$ cat src/rtl/wcol_enc_pkg.sv
// -----------------------------------------------------------------------------
// wcol_enc_pkg
// Shared types and constants for the weight-column encoder.
//   GROUP_SIZE       : weights per encode group (one skip-zero flag per group)
//   MUXES_PER_GROUP  : activation muxes available to one group
//   state_t          : encoder FSM states
//   grp_enc_t        : result of encoding one group's 8 column bits
// -----------------------------------------------------------------------------
package wcol_enc_pkg;

  localparam int GROUP_SIZE      = 8;
  localparam int MUXES_PER_GROUP = 4;
  localparam int NUM_GROUPS      = 2;
  localparam int ENC_SEL_WIDTH   = 3;

  typedef enum logic [1:0] {
    IDLE  = 2'd0,
    ISSUE = 2'd1,
    DRAIN = 2'd2
  } state_t;

  typedef struct packed {
    logic [MUXES_PER_GROUP-1:0][ENC_SEL_WIDTH-1:0] sel;
    logic [MUXES_PER_GROUP-1:0]                    val;
    logic                                          skip_zero;
  } grp_enc_t;

  function automatic logic [3:0] popcount8(input logic [GROUP_SIZE-1:0] bits);
    logic [3:0] cnt;
    cnt = '0;
    for (int i = 0; i < GROUP_SIZE; i++) begin
      cnt = cnt + 4'(bits[i]);
    end
    return cnt;
  endfunction

endpackage

$ cat src/rtl/wcol_group_enc.sv
// -----------------------------------------------------------------------------
// wcol_group_enc
// Purely combinational encoder for one group of 8 weight bits in one column.
// Chooses the sparser of the one-set / zero-set (at most 4 members) and maps
// each member onto one of 4 activation muxes, each mux covering a sliding
// window of 5 positions (mux k sees positions k..k+4).
// Ports:
//   i_bits : bit `col` of weights 8g..8g+7 (bit i = weight 8g+i)
//   o_enc  : mux selects, mux valids and the skip-zero flag for the group
// -----------------------------------------------------------------------------
module wcol_group_enc
  import wcol_enc_pkg::*;
(
  input  logic [GROUP_SIZE-1:0] i_bits,
  output grp_enc_t              o_enc
);

  always_comb begin
    int         prev_mux;
    int         cand;
    int         mux;
    logic       skip;
    logic [3:0] n;

    o_enc    = '0;
    n        = popcount8(i_bits);
    // Up to 4 ones: encode the ones. More than 4: the zeros are the sparse set.
    skip     = (n <= 4'd4);
    o_enc.skip_zero = skip;
    prev_mux = -1;
    cand     = 0;
    mux      = 0;

    // Scanning positions in ascending order gives the sorted set for free.
    // Greedy placement: the lowest mux that is past the previous one and
    // still has position i inside its 5-wide window.
    for (int i = 0; i < GROUP_SIZE; i++) begin
      if (i_bits[i] == skip) begin
        cand = i - 4;
        mux  = prev_mux + 1;
        if (cand > mux) begin
          mux = cand;
        end
        o_enc.val[mux[1:0]] = 1'b1;
        o_enc.sel[mux[1:0]] = ENC_SEL_WIDTH'(i - mux);
        prev_mux = mux;
      end
    end
  end

endmodule

$ cat src/rtl/wcol_encoder.sv
// -----------------------------------------------------------------------------
// wcol_encoder
// Weight-side producer for the vertical bit-column MAC. Captures one vector of
// VEC_LENGTH signed weights, then issues one beat per bit column (MSB first)
// followed by a single drain beat that flushes the MAC's psum stage.
//
// Optional build macro:
//   WGT_ENC_ZERO_COL_SKIP_EN - suppress beats for all-zero columns below the
//                              MSB column (the MSB beat is always issued).
//
// Ports:
//   clk, reset       : clock, synchronous active-high reset
//   i_w_valid        : weight vector valid
//   o_w_ready        : encoder can accept a vector
//   i_w_data         : VEC_LENGTH signed weights
//   o_col_valid      : column beat valid
//   i_col_ready      : MAC consumes the beat
//   o_act_sel        : per-mux select (offset 0..4 in the mux window)
//   o_act_val        : per-mux valid
//   o_is_skip_zero   : per group, 1 = ones encoded, 0 = zeros encoded
//   o_column_idx     : bit column of this beat
//   o_is_msb         : beat is column DATA_WIDTH-1
//   o_en_mul, o_is_shift_mul, o_mul_const : constant-multiplier path, tied 0
//   o_col_first      : first beat of a vector
//   o_col_last       : drain beat of a vector
// -----------------------------------------------------------------------------
module wcol_encoder
  import wcol_enc_pkg::*;
#(
  parameter int DATA_WIDTH = 8,
  parameter int VEC_LENGTH = 16,
  parameter int SEL_WIDTH  = 3,
  parameter int COL_WIDTH  = 3
) (
  input  logic                          clk,
  input  logic                          reset,
  input  logic                          i_w_valid,
  output logic                          o_w_ready,
  input  logic signed [DATA_WIDTH-1:0]  i_w_data [VEC_LENGTH],
  output logic                          o_col_valid,
  input  logic                          i_col_ready,
  output logic [SEL_WIDTH-1:0]          o_act_sel [VEC_LENGTH/2],
  output logic [VEC_LENGTH/2-1:0]       o_act_val,
  output logic [NUM_GROUPS-1:0]         o_is_skip_zero,
  output logic [COL_WIDTH-1:0]          o_column_idx,
  output logic                          o_is_msb,
  output logic                          o_en_mul,
  output logic                          o_is_shift_mul,
  output logic [2:0]                    o_mul_const,
  output logic                          o_col_first,
  output logic                          o_col_last
);

  localparam logic [COL_WIDTH-1:0] COL_MSB = COL_WIDTH'(DATA_WIDTH - 1);

  state_t                r_state;
  state_t                w_state_next;
  logic [COL_WIDTH-1:0]  r_col;
  logic [COL_WIDTH-1:0]  w_col_next;
  logic                  w_load;
  logic [DATA_WIDTH-1:0] r_wbuf [VEC_LENGTH];
  logic [VEC_LENGTH-1:0] w_col_bits;
  grp_enc_t              w_grp_enc [NUM_GROUPS];

  // Current column slice across all weights.
  generate
    for (genvar gi = 0; gi < VEC_LENGTH; gi++) begin : g_col_bits
      assign w_col_bits[gi] = r_wbuf[gi][r_col];
    end
  endgenerate

  generate
    for (genvar gi = 0; gi < NUM_GROUPS; gi++) begin : g_grp
      wcol_group_enc u_group_enc (
        .i_bits (w_col_bits[gi*GROUP_SIZE +: GROUP_SIZE]),
        .o_enc  (w_grp_enc[gi])
      );
    end
  endgenerate

`ifdef WGT_ENC_ZERO_COL_SKIP_EN
  logic [DATA_WIDTH-1:0] w_col_nz;
  logic                  w_lower_found;
  logic [COL_WIDTH-1:0]  w_lower_col;

  always_comb begin
    w_col_nz = '0;
    for (int c = 0; c < DATA_WIDTH; c++) begin
      for (int v = 0; v < VEC_LENGTH; v++) begin
        w_col_nz[c] = w_col_nz[c] | r_wbuf[v][c];
      end
    end
  end

  // Highest nonzero column strictly below the current one; ascending scan so
  // the last hit wins.
  always_comb begin
    w_lower_found = 1'b0;
    w_lower_col   = '0;
    for (int c = 0; c < DATA_WIDTH; c++) begin
      if ((COL_WIDTH'(c) < r_col) && w_col_nz[c]) begin
        w_lower_found = 1'b1;
        w_lower_col   = COL_WIDTH'(c);
      end
    end
  end
`endif

  always_ff @(posedge clk) begin
    if (reset) begin
      r_state <= IDLE;
      r_col   <= '0;
      for (int v = 0; v < VEC_LENGTH; v++) begin
        r_wbuf[v] <= '0;
      end
    end else begin
      r_state <= w_state_next;
      r_col   <= w_col_next;
      if (w_load) begin
        for (int v = 0; v < VEC_LENGTH; v++) begin
          r_wbuf[v] <= i_w_data[v];
        end
      end
    end
  end

  always_comb begin
    w_state_next   = r_state;
    w_col_next     = r_col;
    w_load         = 1'b0;
    o_w_ready      = 1'b0;
    o_col_valid    = 1'b0;
    o_col_first    = 1'b0;
    o_col_last     = 1'b0;
    o_is_msb       = 1'b0;
    o_column_idx   = '0;
    o_act_val      = '0;
    o_is_skip_zero = '1;
    for (int i = 0; i < VEC_LENGTH/2; i++) begin
      o_act_sel[i] = '0;
    end

    case (r_state)
      IDLE: begin
        o_w_ready = 1'b1;
        if (i_w_valid) begin
          w_load       = 1'b1;
          w_col_next   = COL_MSB;
          w_state_next = ISSUE;
        end
      end

      ISSUE: begin
        o_col_valid  = 1'b1;
        o_column_idx = r_col;
        o_is_msb     = (r_col == COL_MSB);
        o_col_first  = (r_col == COL_MSB);
        for (int g = 0; g < NUM_GROUPS; g++) begin
          o_is_skip_zero[g] = w_grp_enc[g].skip_zero;
          for (int k = 0; k < MUXES_PER_GROUP; k++) begin
            o_act_val[g*MUXES_PER_GROUP + k] = w_grp_enc[g].val[k];
            o_act_sel[g*MUXES_PER_GROUP + k] = SEL_WIDTH'(w_grp_enc[g].sel[k]);
          end
        end
        if (i_col_ready) begin
`ifdef WGT_ENC_ZERO_COL_SKIP_EN
          if (w_lower_found) begin
            w_col_next = w_lower_col;
          end else begin
            w_state_next = DRAIN;
          end
`else
          if (r_col == '0) begin
            w_state_next = DRAIN;
          end else begin
            w_col_next = r_col - 1'b1;
          end
`endif
        end
      end

      DRAIN: begin
        o_col_valid = 1'b1;
        o_col_last  = 1'b1;
        if (i_col_ready) begin
          // The drain handshake doubles as an accept slot so consecutive
          // vectors stream without a bubble.
          o_w_ready = 1'b1;
          if (i_w_valid) begin
            w_load       = 1'b1;
            w_col_next   = COL_MSB;
            w_state_next = ISSUE;
          end else begin
            w_state_next = IDLE;
          end
        end
      end

      default: begin
        w_state_next = IDLE;
      end
    endcase
  end

  assign o_en_mul       = 1'b0;
  assign o_is_shift_mul = 1'b0;
  assign o_mul_const    = 3'b000;

endmodule

$ cat config.mk
export PLATFORM = sky130hd
export DESIGN_NAME = wcol_encoder
export DESIGN_NICKNAME = d
export VERILOG_FILES = /design/src/rtl/wcol_enc_pkg.sv /design/src/rtl/wcol_group_enc.sv /design/src/rtl/wcol_encoder.sv
export SDC_FILE = /design/constraint.sdc
export NUM_CORES = 1
export LEC_CHECK = 0
export BUFFER_PORTS_ARGS = -buffer_cell sky130_fd_sc_hd__buf_4
export CAP_MARGIN = 40
export CORE_MARGIN = 3
export CORE_UTILIZATION = 54
export CTS_CLUSTER_DIAMETER = 150
export DETAILED_ROUTE_END_ITERATION = 12
export GPL_TIMING_DRIVEN = 0
export PLACE_DENSITY = 0.79
export SYNTH_ARGS = -nofsm -noshare
export SYNTH_HDL_FRONTEND = slang
export SYNTH_SLANG_ARGS = --single-unit
$ cat constraint.sdc
create_clock -name clk -period 14.4 [get_ports clk]
set_input_delay 0 -clock clk [delete_from_list [all_inputs] [get_ports clk]]
set_output_delay 0 -clock clk [all_outputs]
set_load 0.05 [all_outputs]
# After elaboration in Yosys (flattened, before gate mapping)

Memories as Yosys holds them, arrays and structs flattened.
Cells that the tools add are included.

Bitwise logic cells: 32
Equality and inequality tests: 24
$add $sub $neg: 43
Reductions and logical operators: 20
Multiplexer cells: 202
Magnitude comparators: 45

Operators by type and width:

| operator                                            | count |
|---|---|
| 2-to-1 mux 32 bit                                   | 38 |
| adder 32 x 2 -> 32 bit, second input constant       | 14 |
| 2-to-1 mux 16 bit                                   | 14 |
| > comparator 3 x 32 -> 1 bit, first input constant  | 6 |
| bitwise mux 12 bit                                  | 12 |
| 2-to-1 mux 8 bit                                    | 17 |
| > comparator 1 x 32 -> 1 bit, first input constant  | 4 |
| > comparator 2 x 32 -> 1 bit, first input constant  | 4 |
| demux 3 bit (select 2 bit)                          | 14 |
| 2-to-1 mux 3 bit                                    | 23 |
| adder 4 x 1 -> 4 bit                                | 12 |
| binary-select mux 1 bit (select 3 bit)              | 16 |
| bitwise OR 4 bit                                    | 12 |
| 2-to-1 mux 1 bit                                    | 44 |
| < comparator 2 x 3 -> 1 bit, second input constant  | 14 |
| demux 1 bit (select 2 bit)                          | 14 |
| >= comparator 2 x 1 -> 1 bit, second input constant | 14 |
| AND 12 bit                                          | 2 |
| 2-to-1 mux 24 bit                                   | 1 |
| subtractor 3 bit, first input constant              | 8 |
| equality test 1 bit                                 | 16 |
| bitwise OR 1 bit                                    | 16 |
| logical AND 1 bit                                   | 14 |
| subtractor 2 x 3 -> 3 bit, first input constant     | 4 |
| 19 further kinds                                    | 33 |

Bits in writable memories: 128
Bits of input ports: 132
Memories: 1
Register bits: 5
Logic and storage cells: 369
Output and inout bits: 47

Memory list:

| name   | depth | bits a word | rd ports | clocked after memory_dff | wr ports | line               | source |
|---|---|---|---|---|---|---|---|
| r_wbuf | 16    | 8           | 16       | 0                        | 16       | wcol_encoder.sv:61 | `logic [DATA_WIDTH-1:0] r_wbuf [VEC_LENGTH];` |

# Logic depth before layout (Yosys ltp)

An unclocked memory read counts as a cell.

Word-level depth: 54
Depth in mapped cells: 64
Gate-level depth less buffers: 55

# Modules after synthesis

A second synthesis with hierarchy kept.

Cell total of the unflattened synthesis: 1521
Area, all modules: 13583.0 µm²

By module, submodules not included:

| module                                | area each (µm²) | times used | sequential area each (µm²) | cells each |
|---|---|---|---|---|
| wcol_encoder                          | 6399.9          | 1          | 3943.8                     | 461 |
| wcol_group_enc (g_grp[1].u_group_enc) | 3622.2          | 1          | 0.0                        | 545 |
| wcol_group_enc (g_grp[0].u_group_enc) | 3560.9          | 1          | 0.0                        | 515 |

# Worst setup path after synthesis

OpenSTA, ideal clock, no wires.

Kind: flip-flop to output port
Start: register r_col[0]
End: output o_act_sel[4] (netlist name)
Stages on the path, launching flop included: 64
Buffers on the path: 10
Setup slack: -1.889 ns
Arrival time: 16.289 ns
Required time: 14.400 ns
Path through: dfxtp_1 -> buf_6 -> buf_6 -> buf_1 -> clkbuf_1 -> mux4_2 -> mux2i_1 -> inv_1 -> ha_1 -> clkbuf_1 -> inv_1 -> fa_1 -> fa_1 -> inv_1 -> fa_1 -> fa_1 -> nor2_1 -> o22ai_1 -> [28 not listed] -> ha_1 -> buf_1 -> a21boi_0 -> nand4_1 -> mux2_4 -> a21oi_4 -> nand2b_1 -> inv_1 -> a21oi_1 -> inv_1 -> ha_1 -> or3_1 -> nand2_1 -> nand2_1 -> or3_1 -> o31ai_4 -> nor3_1 -> a211oi_1

RTL lines:

| what                     | line                | source |
|---|---|---|
| start: declaration       | wcol_encoder.sv:58  | `logic [COL_WIDTH-1:0] r_col;` |
| start signal: assignment | wcol_encoder.sv:118 | `r_col <= w_col_next;` |
| end: declaration         | wcol_encoder.sv:42  | `output logic [SEL_WIDTH-1:0] o_act_sel [VEC_LENGTH/2],` |

# Final worst setup path

Start: register r_col[0]
End: output o_act_val[4]

Word-level cells in the longest chain between the ends: 53
Elaborated cells between the ends (all ways): 118
Classes of those cells: 14 x add/sub; 22 x order compare; 8 x eq/ne; 60 x mux; 7 x bitwise; 7 x reduce/logical

Ends and longest elaborated chain:

| what                                                                                                     | line                 | source |
|---|---|---|
| binary-select mux 1 bit (select 3 bit)                                                                   | wcol_encoder.sv:68   | `assign w_col_bits[gi] = r_wbuf[gi][r_col];` |
| 2-to-1 mux 1 bit (not written as such)                                                                   | wcol_encoder.sv:68   |  |
| adder 1 x 1 -> 2 bit                                                                                     | wcol_enc_pkg.sv:32   | `cnt = cnt + 4'(bits[i]);` |
| adder 4 x 1 -> 4 bit (6 in a row)                                                                        | wcol_enc_pkg.sv:32   |  |
| <= comparator 4 x 3 -> 1 bit                                                                             | wcol_group_enc.sv:28 | `skip = (n <= 4'd4);` |
| equality test 1 bit                                                                                      | wcol_group_enc.sv:38 | `if (i_bits[i] == skip) begin` |
| 2-to-1 mux 32 bit                                                                                        | wcol_group_enc.sv:38 |  |
| adder 32 x 2 -> 32 bit                                                                                   | wcol_group_enc.sv:40 | `mux = prev_mux + 1;` |
| [32 not listed]                                                                                          | --                   |  |
| 2-to-1 mux 3 bit                                                                                         | wcol_group_enc.sv:38 |  |
| < comparator 2 x 3 -> 1 bit (not written as such) / >= comparator 2 x 1 -> 1 bit (equally long branches) | wcol_group_enc.sv:44 | `o_enc.val[mux[1:0]] = 1'b1;` |
| logical AND 1 bit (not written as such)                                                                  | wcol_group_enc.sv:44 |  |
| 2-to-1 mux 1 bit (not written as such)                                                                   | wcol_group_enc.sv:44 |  |
| demux 1 bit (select 2 bit)                                                                               | --                   |  |
| bitwise OR 4 bit (no source line)                                                                        | --                   |  |
| 2-to-1 mux 16 bit *                                                                                      | wcol_group_enc.sv:38 |  |
| 2-to-1 mux 8 bit *                                                                                       | wcol_encoder.sv:143  | `case (r_state)` |
| end: declaration                                                                                         | wcol_encoder.sv:43   | `output logic [VEC_LENGTH/2-1:0] o_act_val,` |

Every way passes the cells marked *; elsewhere a longest branch is shown, timed or not. The select of a mux whose other input is x is not followed.

==> key figures <==
STA
  • Max-slew headroom at the worst pin: 36.11%
  • # setup viols final: 0
  • Final min period: 14.17 ns
  • Count of pins over their slew limit: 0
  • Final Skew: 0.01338 ns
  • Final Hold Fails: 0
  • Fmax: 70.58 MHz
  • Final Cycle Share: 98.39%
  • Post-Route Setup TNS: 0 ns
  • Worst Max-Slew Pin Slew: 0.9342 ns
  • Post-route setup slack: 0.2318 ns

Yosys
  • Post-Synth Simple-Gate Area: 22.83%
  • Cells after synthesis: 1352
  • Seq/Total Area, Yosys: 31.41%
  • Syn_area_per_cell: 9.287 sq um
  • Synth Area in Adders: 8.849%
  • Number of flops mapped to enable cells by yosys: 128
  • Yosys reg bits: 133
  • XOR/XNOR share of the synthesized area: 3.577%
  • Mux cell area share after synthesis: 9.666%
  • Compound-Gate Fraction of Synth Area: 19.13%
  • Library cells used by synthesis: 105
  • Ys flop type: edfxtp_1
  • Syn. warnings: 0
  • Ys async rst share: 0%
  • Cell area after synthesis: 12560 sq um
  • Largest family of logic cells by synthesized area: simple AND/OR/NAND/NOR gates

Placement
  • Buffers on Ports: 172
  • Gpl congestion: 0.9657
  • Pre-CTS WS: -2.539 ns
  • Dpl cell area: 14490 sq um
  • Placed instance count: 1848
  • Detail Placement HPWL: 28.33 mm

Floorplanning
  • Die width: 158.5 um
  • Core area: 22780 sq um
  • Starting Density: 55.12%
  • Ports: 179
  • Row cnt: 55
  • Height of the die: 158.5 um
  • Die area: 25120 sq um

Global routing
  • Number of global-route vias before repair: 12528
  • First-pass GRT wire length: 69.38 mm
  • Largest net degree at the start of global routing: 57
  • Initial antenna violation count: 0
  • GRT Resource Usage Total: 35.07%
  • Grt total ovfl: 0

Worst setup path
  • Data required, critical path: 14.40 ns
  • Slack of the worst reg-to-reg path: 11.58 ns
  • Crit end category: output pin
  • Slowest-stage cell, CP: mux4_2
  • Top Family by Delay on Critical Path: adder cells
  • Critical R2R Launch: r_state[0]$_SDFFE_PP0P_
  • Worst path bufs/invs: 17
  • Crit start category: flip-flop
  • CP Launch Point: r_col[0]$_SDFFE_PP0P_
  • Crit Path Category: flip-flop to output pin
  • Arr. time, crit path: 14.17 ns
  • CP peak stage delay: 0.60 ns
  • CP Depth: 61
  • R2R depth: 7
  • Crit path to: o_act_val[4]
  • Reg2reg end: r_wbuf[0][10]$_SDFFCE_PN0P_
  • Crit-path max FO: 19

Run
  • Max-Cap Viols: 0

Drt
  • Routed length on met1: 18.78 mm
  • Vias/cell: 6.400
  • DR top layer: met4
  • Via count: 13017
  • Wirelength per Cell: 23.12 um
  • DRT Pass-1 Iters: 6
  • Iter 0 DRT Violations: 1488
  • WL final: 47.02 mm
  • Routed length on met2: 22.12 mm
  • Final ANT Viol Nets: 0
  • DRC: 0
  • Met3 WL: 4.488 mm

Clock network
  • Number of CTS-inserted buffers: 17
  • CTS Sinks: 133
  • Clock Tree Buf Depth: 2
  • Clk Latency, worst-skew pair: 0.43 ns
  • Clk slew on worst S/H paths: 0.06 ns
  • CTS Root Cell: clkbuf_16
  • TritonCTS clock tree: yes
  • CTS H-tree lvls: 4

Min path
  • Hold path start: i_w_valid
  • Hold WC Path Type: input port to flip-flop

Final layout
  • # diodes: 0
  • Area growth from synthesis to layout: 36.77%
  • Filler Cell Count: 1442
  • Final net count: 1924
  • Non-Filler Instances: 2034
  • Design Area, Final: 17170 sq um
  • Share of layout cells above drive strength 1: 24.00%

Outcome
  • Outcome: completed
==> flip-flops by register name, indices dropped and copies added (netlist names) <==
register	flops
r_wbuf	128
r_col	3
r_state	2
==> per-stage QoR <==
stage	hold slack, ns	utilization (%)
final	0.07901	75.39
after global routing	0.08703	75.39
after CTS	0.02975	73.85
after detailed placement	0.2816	63.61
after global placement	0.2802	63.24
after floorplan	0.1982	-
==> cell families after synthesis <==
logic type      count (synthesis)
fa+ha+maj                      84
other cells                     1
simple gates                  536
buf+inv                       136
flops                         133
xor+xnor                       47
compound gates                333
mux                            82
==> layer usage <==
layer | vias up | track usage [%]
met2 | 962 | 57.50
met3 | 131 | 5.953
li1 | 5752 | -
met5 | - | 0
met4 | 0 | 10.57
met1 | 6172 | 48.02
==> synth_stat cells, types with 6 or more instances <==
master,number,area share [%]
xnor2_1,26,1.8
inv_1,62,1.9
a41oi_1,6,0.42
ha_1,76,7.6
nor3_1,39,1.6
nor4_1,8,0.40
a31oi_1,15,0.75
a211oi_1,13,0.78
or3_1,10,0.50
nand3_1,27,1.1
buf_4,7,0.42
o21a_1,11,0.66
xor2_1,19,1.3
mux2_2,10,0.90
fa_1,8,1.3
nand3b_1,8,0.48
o211ai_1,19,1.1
and3_1,20,1.0
edfxtp_1,128,31
a21oi_1,69,2.8
nand2_1,119,3.6
a21boi_0,6,0.36
and2_1,96,4.8
buf_1,8,0.24
and4_1,6,0.42
o31a_1,9,0.63
mux2i_1,41,3.3
or4_1,12,0.72
nor2_1,86,2.6
nand2b_1,10,0.50
nor2b_1,60,3.0
clkbuf_1,47,1.4
o22ai_1,12,0.60
o21ai_0,55,2.2
o31ai_1,7,0.42
a21o_1,6,0.36
mux4_2,28,5.0
nand4_1,10,0.50
==> area by class of cell <==
class                           instances  area (sq um)  area share (%)
Tap cell                              313         391.6           2.281
Sequential cell                       133          3953           23.02
Buffer                                 61         361.6           2.106
Multi-Input combinational cell       1087          8632           50.27
Clock buffer                           18         429.2           2.499
Timing Repair Buffer                  342          2925           17.03
Clock inverter                         14         225.2           1.311
Inverter                               66         255.2           1.486
==> what timing repair did <==
action / CTS / global route
pin swaps: 13 / 12
resized for setup: 68 / 47
hold buffers: 129 / 0
hold endpoints to repair: 130 / 0
setup buffers: 16 / 16
endpoints found under the setup margin: 32 / 32
==> worst reg2reg max path, cell delays in order, from the launching register on <==
cell      delay (ns)
dfxtp_1         0.35
inv_1           0.10
ha_1            0.34
a21o_1          0.25
nand2_1         0.16
nor2_1          0.73
clkbuf_1        0.39
and2_1          0.32
==> how the worst min path moves through the flow <==
stage,end,slack (ns),depth (start not counted)
2_1_floorplan,r_wbuf[0][0]$_SDFFCE_PN0P_,0.20,1
3_3_place_gp,r_wbuf[0][22]$_SDFFCE_PN0P_,0.28,2
3_5_place_dp,r_wbuf[0][3]$_SDFFCE_PN0P_,0.28,2
4_1_cts,r_state[0]$_SDFFE_PP0P_,0.03,4
5_1_grt,r_state[0]$_SDFFE_PP0P_,0.09,4
6_report,r_state[0]$_SDFFE_PP0P_,0.08,4
==> placed cells by master (no fill, tap or decap), drive strengths merged, types with 20 or more instances in the layout <==
cell	count
ha	76
and2	99
nand3	27
buf	233
mux4	28
clkbuf	59
nand2	119
nor2	86
a21oi	74
edfxtp	128
xor2	20
o21ai	60
nor3	40
o211ai	21
dlygate4sd3	129
nor2b	60
and3	20
inv	67
mux2i	43
xnor2	27
Power is left out: the tool's default activity adds up to more than one toggle a clock period on the data nets, which glitch-free logic cannot reach.
